$ cat config.mk
export PLATFORM = sky130hd
export DESIGN_NAME = npu_seq_scheduler_flat
export DESIGN_NICKNAME = d
export VERILOG_FILES = /design/src/rtl/npu_seq_scheduler_if.sv /design/src/rtl/npu_seq_scheduler.sv /design/src/flat_wrapper.sv
export SDC_FILE = /design/constraint.sdc
export NUM_CORES = 1
export LEC_CHECK = 0
export ABC_AREA = 0
export BUFFER_PORTS_ARGS = -buffer_cell sky130_fd_sc_hd__buf_4
export CAP_MARGIN = 20
export CORE_ASPECT_RATIO = 2
export CORE_MARGIN = 2
export CORE_UTILIZATION = 45
export DETAILED_ROUTE_END_ITERATION = 6
export GPL_TIMING_DRIVEN = 0
export PLACE_DENSITY_LB_ADDON = 0.12
export SLEW_MARGIN = 10
export SYNTH_ARGS = -nofsm -noshare
export SYNTH_HDL_FRONTEND = slang
export SYNTH_SLANG_ARGS = --single-unit
$ cat constraint.sdc
create_clock -name clk -period 1.9 [get_ports clk]
set_input_delay 0.285 -clock clk [delete_from_list [all_inputs] [get_ports clk]]
set_output_delay 0.285 -clock clk [all_outputs]
set_load 0.03 [all_outputs]
$ cat src/rtl/npu_seq_scheduler_if.sv
// npu_seq_scheduler_if: instruction handshake and PE-row control bundle between NPU controller and scheduler.
interface npu_seq_scheduler_if #(
    parameter int N         = 10,
    parameter int MUX_WIDTH = 4,
    parameter int LEN_W     = 5
);
    localparam int W_IN = 3 + MUX_WIDTH + LEN_W;
    logic                 instr_valid;
    logic                 instr_ready;
    logic [W_IN-1:0]      instr;
    logic                 flush;
    logic                 err_clr;
    logic [N-1:0]         pe_en;
    logic [N-1:0]         pe_mode_sel;
    logic [N-1:0]         pe_reg_reset;
    logic [MUX_WIDTH-1:0] pe_mux_sel;
    logic                 out_valid;
    logic                 busy;
    logic                 done;
    logic                 err;
    modport master (
        output instr_valid, instr, flush, err_clr,
        input  instr_ready, pe_en, pe_mode_sel, pe_reg_reset, pe_mux_sel, out_valid, busy, done, err
    );
    modport slave (
        input  instr_valid, instr, flush, err_clr,
        output instr_ready, pe_en, pe_mode_sel, pe_reg_reset, pe_mux_sel, out_valid, busy, done, err
    );
endinterface

$ cat src/rtl/npu_seq_scheduler.sv
// npu_seq_scheduler: runs packed PE-row instructions for LEN+1 cycles, driving PE enable/mode/reset masks and read-out select.
module npu_seq_scheduler #(
    parameter int N         = 10,
    parameter int MUX_WIDTH = 4,
    parameter int LEN_W     = 5
) (
    input logic                 clk,
    input logic                 rst_n,
    npu_seq_scheduler_if.slave  bus
);
    localparam int W_IN = 3 + MUX_WIDTH + LEN_W;
    typedef enum logic {IDLE, EXEC} state_t;
    state_t               state, state_nx;
    logic [LEN_W-1:0]     cnt;
    logic [MUX_WIDTH-1:0] ptr;
    logic [N-1:0]         en_q, mode_q, rst_q, mac_mask;
    logic                 rd_q, live, err_q, exec, accept, legal;
    logic [2:0]           op;
    logic [MUX_WIDTH-1:0] arg;
    logic [LEN_W-1:0]     len;
    assign op     = bus.instr[W_IN-1 -: 3];
    assign arg    = bus.instr[LEN_W +: MUX_WIDTH];
    assign len    = bus.instr[LEN_W-1:0];
    assign exec   = state == EXEC;
    assign legal  = op < 3'd4 || (op == 3'd4 && int'(arg) < N);
    assign accept = bus.instr_valid && bus.instr_ready;
    // live holds instr_ready low until the first clock after reset release
    assign bus.instr_ready = live && (!exec || (cnt == '0 && !bus.flush));
    always_comb begin
        mac_mask = '0;
        for (int i = 0; i < N; i++) mac_mask[i] = int'(arg) >= i;
    end
    always_ff @(posedge clk or negedge rst_n) begin
        if (!rst_n) state <= IDLE;
        else        state <= state_nx;
    end
    always_comb begin
        state_nx = accept ? (legal ? EXEC : IDLE) : (exec && (bus.flush || cnt == '0)) ? IDLE : state;
    end
    always_comb begin
        bus.busy         = exec;
        bus.done         = exec && cnt == '0 && !bus.flush;
        bus.pe_en        = exec ? en_q : '0;
        bus.pe_mode_sel  = exec ? mode_q : '0;
        bus.pe_reg_reset = exec ? rst_q : '0;
        bus.out_valid    = exec && rd_q;
        bus.pe_mux_sel   = (exec && rd_q) ? ptr : '0;
        bus.err          = err_q;
    end
    always_ff @(posedge clk or negedge rst_n) begin
        if (!rst_n) begin
            live   <= 1'b0;
            err_q  <= 1'b0;
            cnt    <= '0;
            ptr    <= '0;
            en_q   <= '0;
            mode_q <= '0;
            rst_q  <= '0;
            rd_q   <= 1'b0;
        end else begin
            live  <= 1'b1;
            err_q <= (accept && !legal) || (err_q && !bus.err_clr);
            cnt   <= accept ? len : (exec && cnt != '0 && !bus.flush) ? cnt - 1'b1 : '0;
            if (accept && op == 3'd4) ptr <= arg;
            else if (exec && rd_q)    ptr <= (int'(ptr) == N - 1) ? '0 : ptr + 1'b1;
            if (accept) begin
                en_q   <= (op == 3'd2 || op == 3'd3) ? mac_mask : '0;
                mode_q <= (op == 3'd3) ? mac_mask : '0;
                rst_q  <= (op == 3'd1) ? '1 : '0;
                rd_q   <= op == 3'd4;
            end
        end
    end
endmodule

$ cat src/flat_wrapper.sv
// flat-port wrapper written by rule: the top's interface ports become plain ports
module npu_seq_scheduler_flat 
#(
    parameter int N         = 10,
    parameter int MUX_WIDTH = 4,
    parameter int LEN_W     = 5
)
  (clk, rst_n, bus_instr_valid, bus_instr, bus_flush, bus_err_clr, bus_instr_ready, bus_pe_en, bus_pe_mode_sel, bus_pe_reg_reset, bus_pe_mux_sel, bus_out_valid, bus_busy, bus_done, bus_err);
  npu_seq_scheduler_if #(.N(N), .MUX_WIDTH(MUX_WIDTH), .LEN_W(LEN_W)) bus_i ();
  input logic clk;
  input logic rst_n;
  input wire logic [$bits(bus_i.instr_valid)-1:0] bus_instr_valid;
  input wire logic [$bits(bus_i.instr)-1:0] bus_instr;
  input wire logic [$bits(bus_i.flush)-1:0] bus_flush;
  input wire logic [$bits(bus_i.err_clr)-1:0] bus_err_clr;
  output wire logic [$bits(bus_i.instr_ready)-1:0] bus_instr_ready;
  output wire logic [$bits(bus_i.pe_en)-1:0] bus_pe_en;
  output wire logic [$bits(bus_i.pe_mode_sel)-1:0] bus_pe_mode_sel;
  output wire logic [$bits(bus_i.pe_reg_reset)-1:0] bus_pe_reg_reset;
  output wire logic [$bits(bus_i.pe_mux_sel)-1:0] bus_pe_mux_sel;
  output wire logic [$bits(bus_i.out_valid)-1:0] bus_out_valid;
  output wire logic [$bits(bus_i.busy)-1:0] bus_busy;
  output wire logic [$bits(bus_i.done)-1:0] bus_done;
  output wire logic [$bits(bus_i.err)-1:0] bus_err;
  assign bus_i.instr_valid = bus_instr_valid;
  assign bus_i.instr = bus_instr;
  assign bus_i.flush = bus_flush;
  assign bus_i.err_clr = bus_err_clr;
  assign bus_instr_ready = bus_i.instr_ready;
  assign bus_pe_en = bus_i.pe_en;
  assign bus_pe_mode_sel = bus_i.pe_mode_sel;
  assign bus_pe_reg_reset = bus_i.pe_reg_reset;
  assign bus_pe_mux_sel = bus_i.pe_mux_sel;
  assign bus_out_valid = bus_i.out_valid;
  assign bus_busy = bus_i.busy;
  assign bus_done = bus_i.done;
  assign bus_err = bus_i.err;
  npu_seq_scheduler #(.N(N), .MUX_WIDTH(MUX_WIDTH), .LEN_W(LEN_W)) u_core (.clk(clk), .rst_n(rst_n), .bus(bus_i));
endmodule
==> flow_summary.html <==
<table>
<tr><th>Metric</th><th>Value</th></tr>
<tr><th colspan="2">Cells and area</th></tr>
<tr><td>Most common library cell in the layout ignoring fill and taps</td><td>buf_4</td></tr>
<tr><td># diodes</td><td>0</td></tr>
<tr><td>Leading cell types in the layout, fill and taps excluded</td><td>buf_4 (66), dfrtp_1 (33), nand2_1 (31)</td></tr>
<tr><td>Final cell utilization of the core</td><td>0.638</td></tr>
<tr><td>Proportion of layout cells with a drive suffix above 1</td><td>0.363</td></tr>
<tr><td>Count of nets after finishing</td><td>276</td></tr>
<tr><td>Relative area change from synthesis to final layout</td><td>35.6%</td></tr>
<tr><td>Number of non-filler instances in the completed layout</td><td>310</td></tr>
<tr><th colspan="2">Timing</th></tr>
<tr><td>Fin crit share</td><td>1.06</td></tr>
<tr><td>Actual transition at the worst max-transition pin</td><td>0.562 ns</td></tr>
<tr><td>Max-slew headroom</td><td>0.623</td></tr>
<tr><td>Maximum clock frequency</td><td>495 MHz</td></tr>
<tr><td>Setup skew after layout</td><td>0.00908 ns</td></tr>
<tr><td>Count of endpoints failing setup in the final report</td><td>2</td></tr>
<tr><td>Number of hold-slack violations in the final timing report</td><td>0</td></tr>
<tr><td>Minimum clock period after layout</td><td>2.02 ns</td></tr>
<tr><td>Final Slew Violations</td><td>0</td></tr>
<tr><td>RSZ-0062 raised after global routing</td><td>true</td></tr>
<tr><td>Setup slack after layout</td><td>-0.121 ns</td></tr>
<tr><th colspan="2">Clocking</th></tr>
<tr><td>CTS root buf</td><td>clkbuf_8</td></tr>
<tr><td>Number of H-tree levels</td><td>2</td></tr>
<tr><td>Sink count of the clock tree</td><td>34</td></tr>
<tr><td>Worst-Skew Late Latency</td><td>0.29 ns</td></tr>
<tr><td>Clock tree from TritonCTS</td><td>yes</td></tr>
<tr><td>Maximum buffer depth of the clock tree</td><td>2</td></tr>
<tr><td>Clock transition at the register clock pins on the worst setup and hold paths after CTS</td><td>0.07 ns</td></tr>
<tr><td>TritonCTS Buffers</td><td>5</td></tr>
<tr><th colspan="2">Critical path</th></tr>
<tr><td>Startpoint-to-endpoint class of the critical path</td><td>reg -&gt; out</td></tr>
<tr><td>Chain of cells forming the critical path</td><td>inv_2 &gt; ha_4 &gt; or4b_4 &gt; o21ai_2 &gt; and2_1 &gt; buf_6</td></tr>
<tr><td>Startpoint kind of the worst setup timing path</td><td>flip-flop</td></tr>
<tr><td>Buffering stage count on the worst path with inverters included</td><td>2</td></tr>
<tr><td>Maximum fanout along the worst path</td><td>3</td></tr>
<tr><td>Critical Path Slowest Stage Cell</td><td>or4b_4</td></tr>
<tr><td>Endpoint kind of the worst setup timing path</td><td>output port</td></tr>
<tr><td>Arrival time of data at the critical path endpoint</td><td>1.74 ns</td></tr>
<tr><td>Crit-path max cell delay</td><td>0.48 ns</td></tr>
<tr><td>Worst Path Required</td><td>1.62 ns</td></tr>
<tr><td>Cell family contributing the most delay on the critical path</td><td>simple AND/OR/NAND/NOR gates</td></tr>
<tr><th colspan="2">Global route</th></tr>
<tr><td>Antenna violations before repair</td><td>0</td></tr>
<tr><td>Number of global-route vias before repair</td><td>1535</td></tr>
<tr><td>GRT Resource Usage Total</td><td>0.206</td></tr>
<tr><td>Total gr overflow</td><td>0</td></tr>
<tr><td>Wire length of the first global-routing pass</td><td>7210 um</td></tr>
<tr><td>Maximum number of pins on one net before global-route repair</td><td>35</td></tr>
<tr><th colspan="2">Drt</th></tr>
<tr><td>DRT Wirelength</td><td>4470 um</td></tr>
<tr><td>Residual antenna-violating net count after detailed routing</td><td>0</td></tr>
<tr><td>Post-route DRC</td><td>0</td></tr>
<tr><td>Via count</td><td>1546</td></tr>
<tr><td>Routed WL per cell</td><td>14.4 um</td></tr>
<tr><td>Count of TritonRoute iterations in the first routing pass</td><td>4</td></tr>
<tr><td>Drt first-iter violations</td><td>32</td></tr>
<tr><td>Detail-routed via count per cell</td><td>4.99</td></tr>
<tr><th colspan="2">Synth</th></tr>
<tr><td>Synth Warn #</td><td>0</td></tr>
<tr><td>Mean cell area of the mapped netlist</td><td>9.47 sq um</td></tr>
<tr><td>Cell count after synthesis</td><td>193</td></tr>
<tr><td>Post-synth top area share</td><td>0.465</td></tr>
<tr><td>Register area share after synthesis</td><td>0.465</td></tr>
<tr><td>Count of distinct cell types in the synthesized netlist</td><td>38</td></tr>
<tr><td>Fraction of registers with async set or reset after synthesis</td><td>1.00</td></tr>
<tr><td>Most frequently used flop master after synthesis</td><td>dfrtp_1</td></tr>
<tr><td>Area contributors post-synth</td><td>dfrtp_1 (47%), and2_1 (7.9%), o31ai_1 (7.8%)</td></tr>
<tr><td>Post-synthesis cell area</td><td>1830 sq um</td></tr>
<tr><td>Number of enable flip-flop cells after synthesis</td><td>0</td></tr>
<tr><td>Post-synth top area cell</td><td>dfrtp_1</td></tr>
<tr><td>Total of flip-flops plus latches after synthesis</td><td>34</td></tr>
<tr><td>Mapped Nets</td><td>211</td></tr>
<tr><th colspan="2">Hold path</th></tr>
<tr><td>Class of the tightest hold or removal check</td><td>in -&gt; reg</td></tr>
<tr><th colspan="2">Placement</th></tr>
<tr><td>Port-buffer cells</td><td>52</td></tr>
<tr><td>Last weighted congestion value of the routability-driven placer</td><td>0.784</td></tr>
<tr><td>Post-DP HPWL</td><td>3280 um</td></tr>
<tr><td>Cell count after placement</td><td>296</td></tr>
<tr><th colspan="2">Floorplanning</th></tr>
<tr><td>Overall die area</td><td>4620 sq um</td></tr>
<tr><td>Top-Level Pins</td><td>56</td></tr>
<tr><td>Vertical die dimension</td><td>94.1 um</td></tr>
<tr><td>Cell Rows</td><td>32</td></tr>
<tr><td>Initial Util</td><td>0.471</td></tr>
<tr><td>Floorplan Core Area</td><td>3880 sq um</td></tr>
<tr><td>DIE WIDTH</td><td>49.1 um</td></tr>
<tr><th colspan="2">Power</th></tr>
<tr><td>Pleak</td><td>1.26 nW</td></tr>
<tr><td>Power density relative to cell area</td><td>1020 nW/um^2</td></tr>
<tr><td>Maximum vdd drop</td><td>0.669 mV</td></tr>
<tr><th colspan="2">Run status</th></tr>
<tr><td>Run status</td><td>complete, but fails checks</td></tr>
<tr><td>Violations in the final reports</td><td>negative setup slack</td></tr>
<tr><th colspan="2">Run</th></tr>
<tr><td>Max_cap viols</td><td>0</td></tr>
</table>
## worst register-to-register path: cells and delay by family, from the launching register on
family / cells / cell delay (ns)
buf+inv: 2 / 0.18
mux: 1 / 0.32
flops: 1 / 0.39
fa+ha+maj: 1 / 0.12
compound gates: 1 / 0.22
simple gates: 2 / 0.38
## what timing repair did
action                                 in CTS  in global routing
pin swaps                                   3                  2
resized for setup                          14                  1
endpoints found under the hold margin      34                  0
setup endpoints to repair                  21                  5
buffers inserted                            5                  0
hold buffers                                1                  0
## cells in the mapped netlist (2+ instances only)
master and number:
o21ai_0 10, mux2_4 2, dfrtp_1 34, nand3_1 3, a21oi_1 2, nor3_1 2
and3b_1 2, nand2b_1 2, xnor2_1 4, o31ai_1 19, and2_1 23, a31oi_1 2
nand2_1 31, nor2_1 6, buf_4 9, clkbuf_1 6, and3_1 5, buf_2 4
mux2i_1 3, inv_1 6
## registers in the layout, indices dropped and copies added (netlist names)
name / flops
u_core.cnt: 5
u_core.mode_q: 10
u_core.live: 1
u_core.bus.err: 1
u_core.rst_q: 1
u_core.en_q: 10
u_core.bus.busy: 1
u_core.ptr: 4
u_core.rd_q: 1
## report_power, final
group	switching, mW	internal (mW)	total (mW)
Clock	0.263	0.386	0.648
Combinational	0.477	0.404	0.881
Sequential	0.116	0.870	0.987
Total	0.855	1.66	2.52
## per-stage QoR
stage          power, mW  hold WS, ns  area (sq um)  worst slack, ns  setup TNS (ns)
2_1_floorplan       1.54      -0.0106          1830           0.0296               0
3_3_place_gp        1.79        0.257          2290           -0.114           -1.06
3_5_place_dp        1.80        0.260          2290           -0.137           -1.24
4_1_cts             2.54        0.198          2480           -0.144          -0.216
5_1_grt             2.66        0.221          2480           -0.198          -0.363
6_report            2.52        0.200          2480           -0.121          -0.209
## final cells by class
type	count	area [sq um]
Multi-Input combinational cell	133	868
Inverter	6	22.5
Buffer	20	121
Fill cell	340	1410
Timing Repair Buffer	58	442
Clock buffer	5	68.8
Clock inverter	3	40.0
Sequential cell	34	852
Tap cell	51	63.8
## cells by family after synthesis
| kind of cell | synth area share |
|---|---|
| flops | 0.465 |
| mux | 0.0329 |
| buf+inv | 0.0746 |
| compound gates | 0.151 |
| other cells | 0.00205 |
| simple gates | 0.248 |
| fa+ha+maj | 0.00684 |
| xor+xnor | 0.0192 |
## routing by layer
metal | routed length, um | GRT usage | vias to the layer above | part of all wire
met5 | 0 | 0 | - | 0
met4 | 60 | 0.0714 | 0 | 0.013
met3 | 223 | 0.0382 | 6 | 0.050
met2 | 2510 | 0.378 | 49 | 0.56
met1 | 1680 | 0.232 | 713 | 0.38
li1 | - | - | 778 | -
## path summary, 6_finish.rpt
check | from | end | slack [ns] | cells after the start
min in group asynchronous | rst_n | u_core.en_q[0] | 0.48 | 2
max reg2reg | u_core.cnt[1] | u_core.ptr[1] | 0.17 | 7
max in group asynchronous | rst_n | u_core.bus.busy | 1.09 | 2
max | u_core.cnt[1] | bus_instr_ready | -0.12 | 6
min reg2reg | u_core.rst_q[8] | u_core.rst_q[8] | 0.47 | 2
min | bus_instr[3] | u_core.cnt[3] | 0.20 | 3
Power figures use the tool's default switching activity.
